[src/rtl/vga_pkg.sv]
// Shared definitions for the VGA drawing blocks: mode encodings, default
// screen geometry and the background-to-colour expansion helper.
package vga_pkg;

    localparam int SCREEN_W_DEF = 160;
    localparam int SCREEN_H_DEF = 120;
    localparam int EXPAND_W     = 32;

    typedef enum logic [1:0] {
        MODE_FILL   = 2'd0,
        MODE_COPY   = 2'd1,
        MODE_INVERT = 2'd2
    } mode_e;

    typedef enum logic [1:0] {
        ST_IDLE  = 2'd0,
        ST_RUN   = 2'd1,
        ST_DRAIN = 2'd2
    } state_e;

    // A 1-bit background value is replicated across the colour; wider data passes through.
    function automatic logic [EXPAND_W-1:0] expand_color(input logic [EXPAND_W-1:0] bg,
                                                         input int unsigned bg_w);
        return (bg_w == 1) ? {EXPAND_W{bg[0]}} : bg;
    endfunction

endpackage

[src/rtl/rect_fill_engine_if.sv]
// Pixel write bus from the fill engine to the framebuffer, with backpressure.
interface rect_fill_engine_if #(
    parameter int XW      = 8,
    parameter int COLOR_W = 12
);
    logic [XW-1:0]      pix_x;
    logic [XW-1:0]      pix_y;
    logic [COLOR_W-1:0] pix_color;
    logic               pix_we;
    logic               pix_ready;

    modport master (output pix_x, pix_y, pix_color, pix_we, input pix_ready);
    modport slave  (input pix_x, pix_y, pix_color, pix_we, output pix_ready);
endinterface

[src/rtl/rect_fill_engine_pix_fifo.sv]
// Small synchronous FIFO (any depth) with occupancy count and a flush input
// that empties it in one cycle.
module pix_fifo #(
    parameter int DEPTH = 3,
    parameter int WIDTH = 8,
    localparam int CW = $clog2(DEPTH + 1),
    localparam int PW = (DEPTH > 1) ? $clog2(DEPTH) : 1
) (
    input  logic             clk,
    input  logic             resetn,
    input  logic             flush,
    input  logic             push,
    input  logic [WIDTH-1:0] wdata,
    input  logic             pop,
    output logic [WIDTH-1:0] rdata,
    output logic             empty,
    output logic             full,
    output logic [CW-1:0]    count
);

    logic [WIDTH-1:0] mem [DEPTH];
    logic [PW-1:0]    wr_ptr;
    logic [PW-1:0]    rd_ptr;
    logic             do_push;
    logic             do_pop;

    function automatic logic [PW-1:0] ptr_inc(input logic [PW-1:0] p);
        return (p == PW'(DEPTH - 1)) ? '0 : p + 1'b1;
    endfunction

    assign empty   = (count == '0);
    assign full    = (count == CW'(DEPTH));
    assign do_push = push && !full;
    assign do_pop  = pop && !empty;
    assign rdata   = mem[rd_ptr];

    // NOTE: sequential state uses <= so every flop samples pre-edge values regardless of block order.
    always_ff @(posedge clk or negedge resetn) begin
        if (!resetn) begin
            wr_ptr <= '0;
            rd_ptr <= '0;
            count  <= '0;
        end else if (flush) begin
            wr_ptr <= '0;
            rd_ptr <= '0;
            count  <= '0;
        end else begin
            if (do_push) wr_ptr <= ptr_inc(wr_ptr);
            if (do_pop)  rd_ptr <= ptr_inc(rd_ptr);
            count <= count + CW'(do_push) - CW'(do_pop);
        end
    end

    // NOTE: storage has no reset; stale entries are never visible because reads are qualified by count.
    always_ff @(posedge clk) begin
        if (do_push) mem[wr_ptr] <= wdata;
    end

endmodule

[src/rtl/rect_fill_engine.sv]
// Clipped rectangle fill/copy/invert engine: raster issue with credit-based
// flow control, a ROM-latency matching pipe and a backpressured pixel FIFO.
module rect_fill_engine
    import vga_pkg::*;
#(
    parameter int SCREEN_W = SCREEN_W_DEF,
    parameter int SCREEN_H = SCREEN_H_DEF,
    parameter int XW       = 8,
    parameter int COLOR_W  = 12,
    parameter int BG_W     = 1,
    parameter int ADDR_W   = 15,
    parameter int ROM_LAT  = 1
) (
    input  logic               clk,
    input  logic               resetn,
    input  logic               start,
    input  logic               abort,
    input  logic [1:0]         mode,
    input  logic [XW-1:0]      x0,
    input  logic [XW-1:0]      y0,
    input  logic [XW-1:0]      w,
    input  logic [XW-1:0]      h,
    input  logic [COLOR_W-1:0] fill_color,
    output logic               busy,
    output logic               done,
    output logic [ADDR_W-1:0]  bg_addr,
    input  logic [BG_W-1:0]    bg_q,
    rect_fill_engine_if.master pix
);

    localparam int FIFO_D = ROM_LAT + 2;
    localparam int CW     = $clog2(FIFO_D + 1);
    localparam int FW     = 2 * XW + COLOR_W;
    localparam logic [XW:0] SW_X = (XW + 1)'(SCREEN_W);
    localparam logic [XW:0] SH_Y = (XW + 1)'(SCREEN_H);

    state_e             state, state_nx;
    mode_e              mode_r;
    logic [COLOR_W-1:0] color_r;
    logic [XW-1:0]      x0_r, x_cnt, y_cnt;
    logic [XW:0]        xe_r, ye_r;
    logic               done_r;

    logic [ROM_LAT-1:0] vld_pipe;
    logic [XW-1:0]      x_pipe [ROM_LAT];
    logic [XW-1:0]      y_pipe [ROM_LAT];

    logic [XW:0]        x_sum, y_sum, xe_in, ye_in;
    logic               empty_rect, start_ok, issue, x_wrap, last_issue;
    logic               pipe_empty, drain_fin, credit_ok;
    int                 in_flight;
    logic [COLOR_W-1:0] bg_exp, pipe_color;

    logic               fifo_push, fifo_pop, fifo_empty, fifo_full;
    logic [CW-1:0]      fifo_count;
    logic [FW-1:0]      fifo_head;

    // Extent is clipped in XW+1 bits so x0+w never wraps.
    assign x_sum      = {1'b0, x0} + {1'b0, w};
    assign y_sum      = {1'b0, y0} + {1'b0, h};
    assign xe_in      = (x_sum > SW_X) ? SW_X : x_sum;
    assign ye_in      = (y_sum > SH_Y) ? SH_Y : y_sum;
    assign empty_rect = (w == '0) || (h == '0) || ({1'b0, x0} >= SW_X) || ({1'b0, y0} >= SH_Y);

    assign start_ok   = (state == ST_IDLE) && start && !abort;
    assign pipe_empty = (vld_pipe == '0);
    assign fifo_pop   = !fifo_empty && pix.pix_ready;
    assign x_wrap     = (({1'b0, x_cnt} + 1'b1) == xe_r);
    assign issue      = (state == ST_RUN) && !abort && credit_ok;
    assign last_issue = issue && x_wrap && (({1'b0, y_cnt} + 1'b1) == ye_r);
    assign drain_fin  = (state == ST_DRAIN) && pipe_empty &&
                        (fifo_empty || ((fifo_count == CW'(1)) && fifo_pop));
    assign bg_addr    = ADDR_W'(y_cnt) * ADDR_W'(SCREEN_W) + ADDR_W'(x_cnt);

    // Credits cover both the ROM pipe and the FIFO, so a push can never find the FIFO full.
    always_comb begin
        in_flight = $countones(vld_pipe);
        credit_ok = (in_flight + int'(fifo_count)) < FIFO_D;
    end

    always_ff @(posedge clk or negedge resetn) begin
        if (!resetn) state <= ST_IDLE;
        else         state <= state_nx;
    end

    // NOTE: next-state is defaulted first so every path assigns it and no latch is inferred.
    always_comb begin
        state_nx = state;
        unique case (state)
            ST_IDLE:  if (start_ok && !empty_rect) state_nx = ST_RUN;
            ST_RUN:   if (abort) state_nx = ST_IDLE;
                      else if (last_issue) state_nx = ST_DRAIN;
            ST_DRAIN: if (abort || drain_fin) state_nx = ST_IDLE;
            default:  state_nx = ST_IDLE;
        endcase
    end

    always_comb begin
        busy          = (state != ST_IDLE);
        done          = done_r;
        pix.pix_we    = !fifo_empty;
        {pix.pix_x, pix.pix_y, pix.pix_color} = fifo_empty ? '0 : fifo_head;
    end

    always_ff @(posedge clk or negedge resetn) begin
        if (!resetn) begin
            mode_r  <= MODE_FILL;
            color_r <= '0;
            x0_r    <= '0;
            xe_r    <= '0;
            ye_r    <= '0;
            x_cnt   <= '0;
            y_cnt   <= '0;
            done_r  <= 1'b0;
        end else begin
            done_r <= (start_ok && empty_rect) || (drain_fin && !abort);
            if (start_ok) begin
                mode_r  <= (mode == MODE_COPY || mode == MODE_INVERT) ? mode_e'(mode) : MODE_FILL;
                color_r <= fill_color;
                x0_r    <= x0;
                xe_r    <= xe_in;
                ye_r    <= ye_in;
                x_cnt   <= x0;
                y_cnt   <= y0;
            end else if (issue) begin
                if (x_wrap) begin
                    x_cnt <= x0_r;
                    y_cnt <= y_cnt + 1'b1;
                end else begin
                    x_cnt <= x_cnt + 1'b1;
                end
            end
        end
    end

    always_ff @(posedge clk or negedge resetn) begin
        if (!resetn) begin
            vld_pipe <= '0;
            for (int i = 0; i < ROM_LAT; i++) begin
                x_pipe[i] <= '0;
                y_pipe[i] <= '0;
            end
        end else if (abort) begin
            vld_pipe <= '0;
        end else begin
            vld_pipe[0] <= issue;
            x_pipe[0]   <= x_cnt;
            y_pipe[0]   <= y_cnt;
            for (int i = 1; i < ROM_LAT; i++) begin
                vld_pipe[i] <= vld_pipe[i-1];
                x_pipe[i]   <= x_pipe[i-1];
                y_pipe[i]   <= y_pipe[i-1];
            end
        end
    end

    always_comb begin
        bg_exp = COLOR_W'(expand_color(EXPAND_W'(bg_q), BG_W));
        unique case (mode_r)
            MODE_COPY:   pipe_color = bg_exp;
            MODE_INVERT: pipe_color = ~bg_exp;
            default:     pipe_color = color_r;
        endcase
    end

    assign fifo_push = vld_pipe[ROM_LAT-1] && !abort;

    pix_fifo #(.DEPTH(FIFO_D), .WIDTH(FW)) u_fifo (
        .clk    (clk),
        .resetn (resetn),
        .flush  (abort),
        .push   (fifo_push),
        .wdata  ({x_pipe[ROM_LAT-1], y_pipe[ROM_LAT-1], pipe_color}),
        .pop    (fifo_pop),
        .rdata  (fifo_head),
        .empty  (fifo_empty),
        .full   (fifo_full),
        .count  (fifo_count)
    );

    a_no_overflow: assert property (@(posedge clk) disable iff (!resetn) !(fifo_push && fifo_full));

endmodule

[src/flat_wrapper.sv]
// flat-port wrapper written by rule: the top's interface ports become plain ports
module rect_fill_engine_flat import vga_pkg::*;
#(
    parameter int SCREEN_W = SCREEN_W_DEF,
    parameter int SCREEN_H = SCREEN_H_DEF,
    parameter int XW       = 8,
    parameter int COLOR_W  = 12,
    parameter int BG_W     = 1,
    parameter int ADDR_W   = 15,
    parameter int ROM_LAT  = 1
)
  (clk, resetn, start, abort, mode, x0, y0, w, h, fill_color, busy, done, bg_addr, bg_q, pix_pix_x, pix_pix_y, pix_pix_color, pix_pix_we, pix_pix_ready);
  rect_fill_engine_if #(.XW(XW), .COLOR_W(COLOR_W)) pix_i ();
  input  logic clk;
  input  logic resetn;
  input  logic start;
  input  logic abort;
  input  logic [1:0] mode;
  input  logic [XW-1:0] x0;
  input  logic [XW-1:0] y0;
  input  logic [XW-1:0] w;
  input  logic [XW-1:0] h;
  input  logic [COLOR_W-1:0] fill_color;
  output logic busy;
  output logic done;
  output logic [ADDR_W-1:0] bg_addr;
  input  logic [BG_W-1:0] bg_q;
  output wire logic [$bits(pix_i.pix_x)-1:0] pix_pix_x;
  output wire logic [$bits(pix_i.pix_y)-1:0] pix_pix_y;
  output wire logic [$bits(pix_i.pix_color)-1:0] pix_pix_color;
  output wire logic [$bits(pix_i.pix_we)-1:0] pix_pix_we;
  input wire logic [$bits(pix_i.pix_ready)-1:0] pix_pix_ready;
  assign pix_pix_x = pix_i.pix_x;
  assign pix_pix_y = pix_i.pix_y;
  assign pix_pix_color = pix_i.pix_color;
  assign pix_pix_we = pix_i.pix_we;
  assign pix_i.pix_ready = pix_pix_ready;
  rect_fill_engine #(.SCREEN_W(SCREEN_W), .SCREEN_H(SCREEN_H), .XW(XW), .COLOR_W(COLOR_W), .BG_W(BG_W), .ADDR_W(ADDR_W), .ROM_LAT(ROM_LAT)) u_core (.clk(clk), .resetn(resetn), .start(start), .abort(abort), .mode(mode), .x0(x0), .y0(y0), .w(w), .h(h), .fill_color(fill_color), .busy(busy), .done(done), .bg_addr(bg_addr), .bg_q(bg_q), .pix(pix_i));
endmodule
[config.mk]
export PLATFORM = sky130hd
export DESIGN_NAME = rect_fill_engine_flat
export DESIGN_NICKNAME = d
export VERILOG_FILES = /design/src/rtl/vga_pkg.sv /design/src/rtl/rect_fill_engine_if.sv /design/src/rtl/rect_fill_engine_pix_fifo.sv /design/src/rtl/rect_fill_engine.sv /design/src/flat_wrapper.sv
export SDC_FILE = /design/constraint.sdc
export NUM_CORES = 1
export LEC_CHECK = 0
export ABC_AREA = 1
export CORE_AREA = 2 2 176 178
export CTS_CLUSTER_SIZE = 25
export DETAILED_ROUTE_END_ITERATION = 12
export DIE_AREA = 0 0 178 180
export HOLD_SLACK_MARGIN = 0.03
export PLACE_DENSITY_LB_ADDON = 0.12
export SETUP_SLACK_MARGIN = 0.15
export SLEW_MARGIN = 5
export SYNTH_ARGS = -nofsm -noshare
export SYNTH_HDL_FRONTEND = slang
export SYNTH_SLANG_ARGS = --single-unit
[constraint.sdc]
create_clock -name clk -period 5.8 [get_ports clk]
set_input_delay 0.58 -clock clk [delete_from_list [all_inputs] [get_ports clk]]
set_output_delay 0.58 -clock clk [all_outputs]
set_load 0.03 [all_outputs]
==> results.sh, run 1 <==
export IMPL_worstSetupEndpointType="primary output"
export IMPL_grt_max_degree=60
export IMPL_hold_path_class="input pin to asynchronous set/reset pin"
export IMPL_syn_avg_cell_area_um2=8.760
export IMPL_start_util_pct=29.74
export IMPL_wl_um=22180
export IMPL_synth_most_common_cell="nand2_1"
export IMPL_critPathMaxStageDelay_ps=670
export IMPL_route_detailed_wl_per_inst_um=14.63
export IMPL_worstSkewPairLatency_ps=430
export IMPL_gr_usage_met1_pct=19.54
export IMPL_synth_main_ff_cell="edfxtp_1"
export IMPL_dieArea_um2=32040
export IMPL_cts_made_buffers=17
export IMPL_dr_first_iter_drc_count=387
export IMPL_clkSinkCount=166
export IMPL_min_period_ps=4021
export IMPL_peakVddDrop_mv=0.2520
export IMPL_fin_ws_ps=1779
export IMPL_synth_area_leader_cell="edfxtp_1"
export IMPL_multiInputGateArea_um2=3807
export IMPL_routed_via_density=4.538
export IMPL_arrival_ps=3440
export IMPL_grt_busiest_layer="met2"
export IMPL_seq_area_um2=4574
export IMPL_core_area_um2=30190
export IMPL_use_met3_pct=2.390
export IMPL_p_leak_nw=5.022
export IMPL_place_congestion=0.8236
export IMPL_grt_setup_unrepaired="false"
export IMPL_tightest_slew_ps=1167
export IMPL_antenna_found_initial=0
export IMPL_met2_usage_pct=23.15
export IMPL_place_ws_ps=2236
export IMPL_setup_viol=0
export IMPL_instances_no_fill=1516
export IMPL_cp_slowest_cell="clkdlybuf4s50_1"
export IMPL_start_kind="flop"
export IMPL_postCtsHoldBufs=0
export IMPL_nets=1202
export IMPL_root_buffer="clkbuf_16"
export IMPL_die_h_um=180
export IMPL_synth_fp_nets=1120
export IMPL_post_cts_setup_buffers=0
export IMPL_syn_area_um2=8979
export IMPL_dr_total_vias=6880
export IMPL_antenna_cells=0
export IMPL_cts_tree="built"
export IMPL_firstDrtPassIters=5
export IMPL_pwr_density_cell_nw_per_um2=418.9
export IMPL_fmax_ghz=0.2487
export IMPL_yosysUniqueCellTypes=43
export IMPL_drv_slew=0
export IMPL_hpwlAfterDp_um=15450
export IMPL_cts_clk_slew_worst_paths_ps=70
export IMPL_synth_area_top_cells="edfxtp_1 28%, dfrtp_1 23%, nand2_1 13%"
export IMPL_status="completed"
export IMPL_finalHoldViolCount=0
export IMPL_syn2layout_area_growth_pct=21.89
export IMPL_ioPinCount=98
export IMPL_fp_row_count=64
export IMPL_ys_seq_elements=166
export IMPL_relSlewSlack_pct=22.11
export IMPL_ant_nets=0
export IMPL_cts_resized=0
export IMPL_synth_edf_count=84
export IMPL_drc=0
export IMPL_yosysWarnings=0
export IMPL_grt_pass1_wl_um=35550
export IMPL_clk_path_buf_depth=2
export IMPL_grt_total_usage_pct=14.23
export IMPL_dp_cells=1484
export IMPL_synth_cells=1025
export IMPL_port_buffer_count=97
export IMPL_cts_max_level=4
export IMPL_fin_tns_setup_ps=0
export IMPL_ys_seq_area_share_pct=50.95
export IMPL_die_w_um=178
export IMPL_synthTopCellsByCount="305 x nand2_1, 123 x nand3_1, 112 x inv_1"
export IMPL_drive_above_1_share_pct=7.500
export IMPL_grt_pass1_vias=6712
export IMPL_crit_fanout=6
export IMPL_fillerInstances=3135
export IMPL_crit_chain="ha_1 -> ha_1 -> inv_1 -> fa_1 -> nor3_1 -> nand2_1 -> nor2_1 -> nand3_1 -> nand2_1 -> inv_1 -> nor2_1 -> clkdlybuf4s50_1"
export IMPL_place_area_um2=10340
export IMPL_crit_type="flop to primary output"
export IMPL_worst_clock_skew_ps=13.96
export IMPL_grt_overflow=0
export IMPL_stdcell_area_um2=10940
export IMPL_ys_async_sr_fraction_pct=49.40
export IMPL_cp_required_ps=5220
export IMPL_drv_cap=0
export IMPL_yosysTopAreaCellShare_pct=28.09
export IMPL_finalCritPeriodShare_pct=69.32
export IMPL_hold_ws_ps=77.35
-- flip-flops by register name (all words and copies together), names as in the netlist, 2 cells and up --
register and cells:
u_core.color_r 12, u_core.mode_r 2, u_core.state 2, u_core.u_fifo.count 2, u_core.u_fifo.mem 84, u_core.u_fifo.rd_ptr 2
u_core.u_fifo.wr_ptr 2, u_core.x0_r 8, u_core.x_cnt 8, u_core.x_pipe 8, u_core.xe_r 9, u_core.y_cnt 8
u_core.y_pipe 8, u_core.ye_r 9
-- cells by family (layout without fill, tap and decap cells) --
kind of cell / after synthesis / in the layout / synth area share [%]
simple gates: 536 / 536 / 26.80
flops: 166 / 166 / 50.95
buf+inv: 158 / 253 / 6.926
compound gates: 86 / 86 / 5.477
fa+ha+maj: 43 / 43 / 6.327
xor+xnor: 35 / 35 / 3.414
mux: 1 / 1 / 0.1115
-- layout by cell type, fill, tap and decap left out, types with 4 or more instances in the layout --
cell,n
buf_4,8
clkbuf_16,17
nand3b_1,6
a21oi_1,23
nor4_1,4
nand3_1,122
nand4_1,12
dfrtp_1,82
nor2_4,7
xor2_1,18
o21ai_0,38
ha_1,39
nand2_1,305
inv_6,5
clkdlybuf4s50_1,96
inv_1,112
o22ai_1,6
nor3_1,5
edfxtp_1,84
nor2_1,47
o21ai_2,5
inv_8,4
fa_1,4
xnor2_1,17
a31oi_1,4
o211ai_1,4
nand2_2,7
inv_2,5
nand3_2,10
-- per-layer routing --
layer	up-vias	share of wire, %
li1	3533	-
met1	3216	49
met2	116	47
met3	15	3.1
met4	0	1.1
met5	-	0
-- final timing paths --
kind                                      to               from  slack (ps)  cells after the start
max                              bg_addr[14]    u_core.y_cnt[1]        1780                     12
min                        u_core.color_r[5]             resetn          80                      1
max reg2reg                  u_core.y_cnt[0]    u_core.x_cnt[0]        3480                     13
min reg2reg                u_core.color_r[2]  u_core.color_r[2]         480                      2
max in group asynchronous  u_core.color_r[7]             resetn        4640                      2
min in group clk           u_core.color_r[2]  u_core.color_r[2]         480                      2
-- worst max-delay path: cells and delay by family (launching register included) --
family,cells,cell delay (ps)
buffers and inverters,3,770
flip-flops,1,450
adder cells (fa/ha/maj),3,970
AND/OR/NAND/NOR,6,790
-- per-stage QoR --
stage	utilization [%]	power (mW)
detailed placement	34.24	3.481
floorplan	-	2.793
global route	36.25	4.900
global placement	34.24	3.476
finish	36.25	4.585
CTS	36.25	4.657
-- report_power, final --
part	leakage (nW)	switching [mW]	internal [mW]
Combinational	2.94	1.18	0.704
Clock	0.293	0.510	0.654
Sequential	1.79	0.144	1.40
Total	5.02	1.83	2.75
-- final cells by class --
type / count / area share (%)
multi-input cells: 701 / 34.79
inverters: 117 / 4.013
repair buffers: 104 / 9.329
well taps: 396 / 4.527
clock buffers: 17 / 3.887
clock inverters: 15 / 1.658
flip-flops and latches: 166 / 41.80
Note: power is estimated with default switching activity, not from simulation.
==> run 2, diff against run 1 <==
==> constraint.sdc (replaced) <==
create_clock -name clk -period 3.5 [get_ports clk]
set_input_delay 0.35 -clock clk [delete_from_list [all_inputs] [get_ports clk]]
set_output_delay 0.35 -clock clk [all_outputs]
set_load 0.03 [all_outputs]
==> run 2 against run 1 <==
First-iteration DRC count down 12%. Worst setup slack worse by 1500 ps. Global-route usage rose by 0.24 points.
==> results.sh, run 2 (synthesized netlist as in run 1, its figures left out) <==
export IMPL_core_area_um2=30190
export IMPL_peakVddDrop_mv=0.3465
export IMPL_antenna_found_initial=0
export IMPL_grt_pass1_vias=6809
export IMPL_multiInputGateArea_um2=3824
export IMPL_port_buffer_count=97
export IMPL_die_h_um=180
export IMPL_r2r_slack_ps=1220
export IMPL_clkSinkCount=166
export IMPL_cp_required_ps=3150
export IMPL_start_kind="flop"
export IMPL_dr_first_iter_drc_count=339
export IMPL_cts_tree="built"
export IMPL_wl_um=22240
export IMPL_power_frac_clock_pct=23.8
export IMPL_routed_via_density=4.565
export IMPL_fp_row_count=64
export IMPL_dieArea_um2=32040
export IMPL_largest_reg_flops=84
export IMPL_r2r_start="u_core.x_cnt[0]"
export IMPL_comb_power_share_pct=42.4
export IMPL_worst_clock_skew_ps=10.42
export IMPL_nets=1216
export IMPL_antenna_cells=0
export IMPL_min_period_ps=3179
export IMPL_grt_total_usage_pct=14.47
export IMPL_dp_cells=1497
export IMPL_root_buffer="clkbuf_16"
export IMPL_switchingPower_mw=3.063
export IMPL_fmax_ghz=0.3145
export IMPL_worstSetupEndpointType="primary output"
export IMPL_dr_total_vias=6985
export IMPL_cts_clk_slew_worst_paths_ps=70
export IMPL_total_power_mw=7.500
export IMPL_hp_start="fill_color[9]"
export IMPL_crit_fanout=5
export IMPL_crit_type="flop to primary output"
export IMPL_drc=0
export IMPL_status="completed"
export IMPL_hold_ws_ps=455.4
export IMPL_seq_area_um2=4574
export IMPL_drive_above_1_share_pct=9.347
export IMPL_firstDrtPassIters=4
export IMPL_cts_max_level=4
export IMPL_drv_cap=0
export IMPL_reg_top3="u_core.u_fifo.mem: 84 flops, u_core.color_r: 12 flops"
export IMPL_p_int_mw=4.437
export IMPL_setup_viol=0
export IMPL_largest_register="u_core.u_fifo.mem"
export IMPL_cts_made_buffers=17
export IMPL_finalCritPeriodShare_pct=90.84
export IMPL_ant_nets=0
export IMPL_final_core_util_pct=36.52
export IMPL_p_sw_share_pct=40.84
export IMPL_start_util_pct=29.74
export IMPL_grt_pass1_wl_um=36410
export IMPL_fin_tns_setup_ps=0
export IMPL_final_common_cell="nand2_1"
export IMPL_crit_start="u_core.y_cnt[3]"
export IMPL_worstSkewPairLatency_ps=430
export IMPL_pwr_density_cell_nw_per_um2=680.3
export IMPL_fillerInstances=3107
export IMPL_hold_path_class="input pin to flop"
export IMPL_die_w_um=178
export IMPL_instances_no_fill=1530
export IMPL_route_detailed_wl_per_inst_um=14.53
export IMPL_ioPinCount=98
export IMPL_place_congestion=0.8087
export IMPL_drv_slew=0
export IMPL_grt_setup_unrepaired="true"
export IMPL_hpwlAfterDp_um=16180
export IMPL_relSlewSlack_pct=46.45
export IMPL_arrival_ps=2830
export IMPL_finalHoldViolCount=0
export IMPL_p_leak_nw=5.078
export IMPL_pwr_share_seq_pct=33.8
export IMPL_final_cell_mix="305 x nand2_1, 122 x nand3_1, 112 x inv_1"
export IMPL_grt_max_degree=60
export IMPL_syn2layout_area_growth_pct=22.78
export IMPL_clk_path_buf_depth=2
export IMPL_tightest_slew_ps=803.3
export IMPL_grt_overflow=0
-- run 2: timing repair --
item | CTS | global route
hold buffers | 1 | 0
setup endpoints to repair | 5 | 3
hold endpoints to repair | 8 | 0
pin swaps | 0 | 0
buffers inserted | 0 | 0
gates resized for setup | 11 | 11
-- run 2: worst max-delay path, cell delays in order, from the launching register on --
cell	delay, ps
dfrtp_1	440
ha_1	310
ha_1	220
inv_1	70
fa_1	430
inv_1	100
xor2_1	140
clkdlybuf4s50_1	700
-- run 2: final cells by class --
| type | count | share of cell area, % |
|---|---|---|
| Sequential cell | 166 | 41.49 |
| Tap cell | 396 | 4.494 |
| Clock inverter | 15 | 1.237 |
| Timing Repair Buffer | 118 | 10.25 |
| Clock buffer | 17 | 3.859 |
| Multi-Input combinational cell | 701 | 34.68 |
| Inverter | 117 | 3.984 |
-- run 2: power by group through the flow --
stage | Sequential [mW] | Clock [mW] | Combinational [mW]
2_1_floorplan | 2.51 | 0 | 2.12
3_3_place_gp | 2.57 | 0 | 3.23
3_5_place_dp | 2.58 | 0 | 3.24
4_1_cts | 2.54 | 1.83 | 3.22
5_1_grt | 2.57 | 1.91 | 3.53
6_report | 2.53 | 1.79 | 3.18
-- run 2: metal layers --
layer | up-vias | global-route usage (%) | part of all wire, %
met5 | - | 0 | 0
met4 | 0 | 3.672 | 1.1
met3 | 15 | 2.411 | 3.2
met2 | 120 | 24.00 | 47
met1 | 3289 | 19.54 | 48
li1 | 3561 | - | -
-- run 2: through the flow --
stage,area (um^2),setup slack (ps)
after global placement,10440,187.6
final,11020,320.7
after CTS,11010,78.74
after detailed placement,10440,197.1
after floorplan,8979,280.0
after global routing,11020,142.6
-- run 2: final timing paths --
check	to	depth (start not counted)
max	bg_addr[9]	7
min	u_core.color_r[9]	3
max reg2reg	u_core.y_cnt[0]	11
min reg2reg	u_core.x0_r[1]	2
max in group asynchronous	u_core.ye_r[4]	3
min in group asynchronous	u_core.color_r[6]	2
==> run 3, diff against run 2 <==
--- a/config.mk
+++ b/config.mk
@@ -6,6 +6,7 @@
 export NUM_CORES = 1
 export LEC_CHECK = 0
 export ABC_AREA = 1
+export CAP_MARGIN = 20
 export CORE_AREA = 2 2 176 178
 export CTS_CLUSTER_SIZE = 25
 export DETAILED_ROUTE_END_ITERATION = 12
==> results of run 3 <==
Final layout, timing and power as in run 2 (identical DEF).
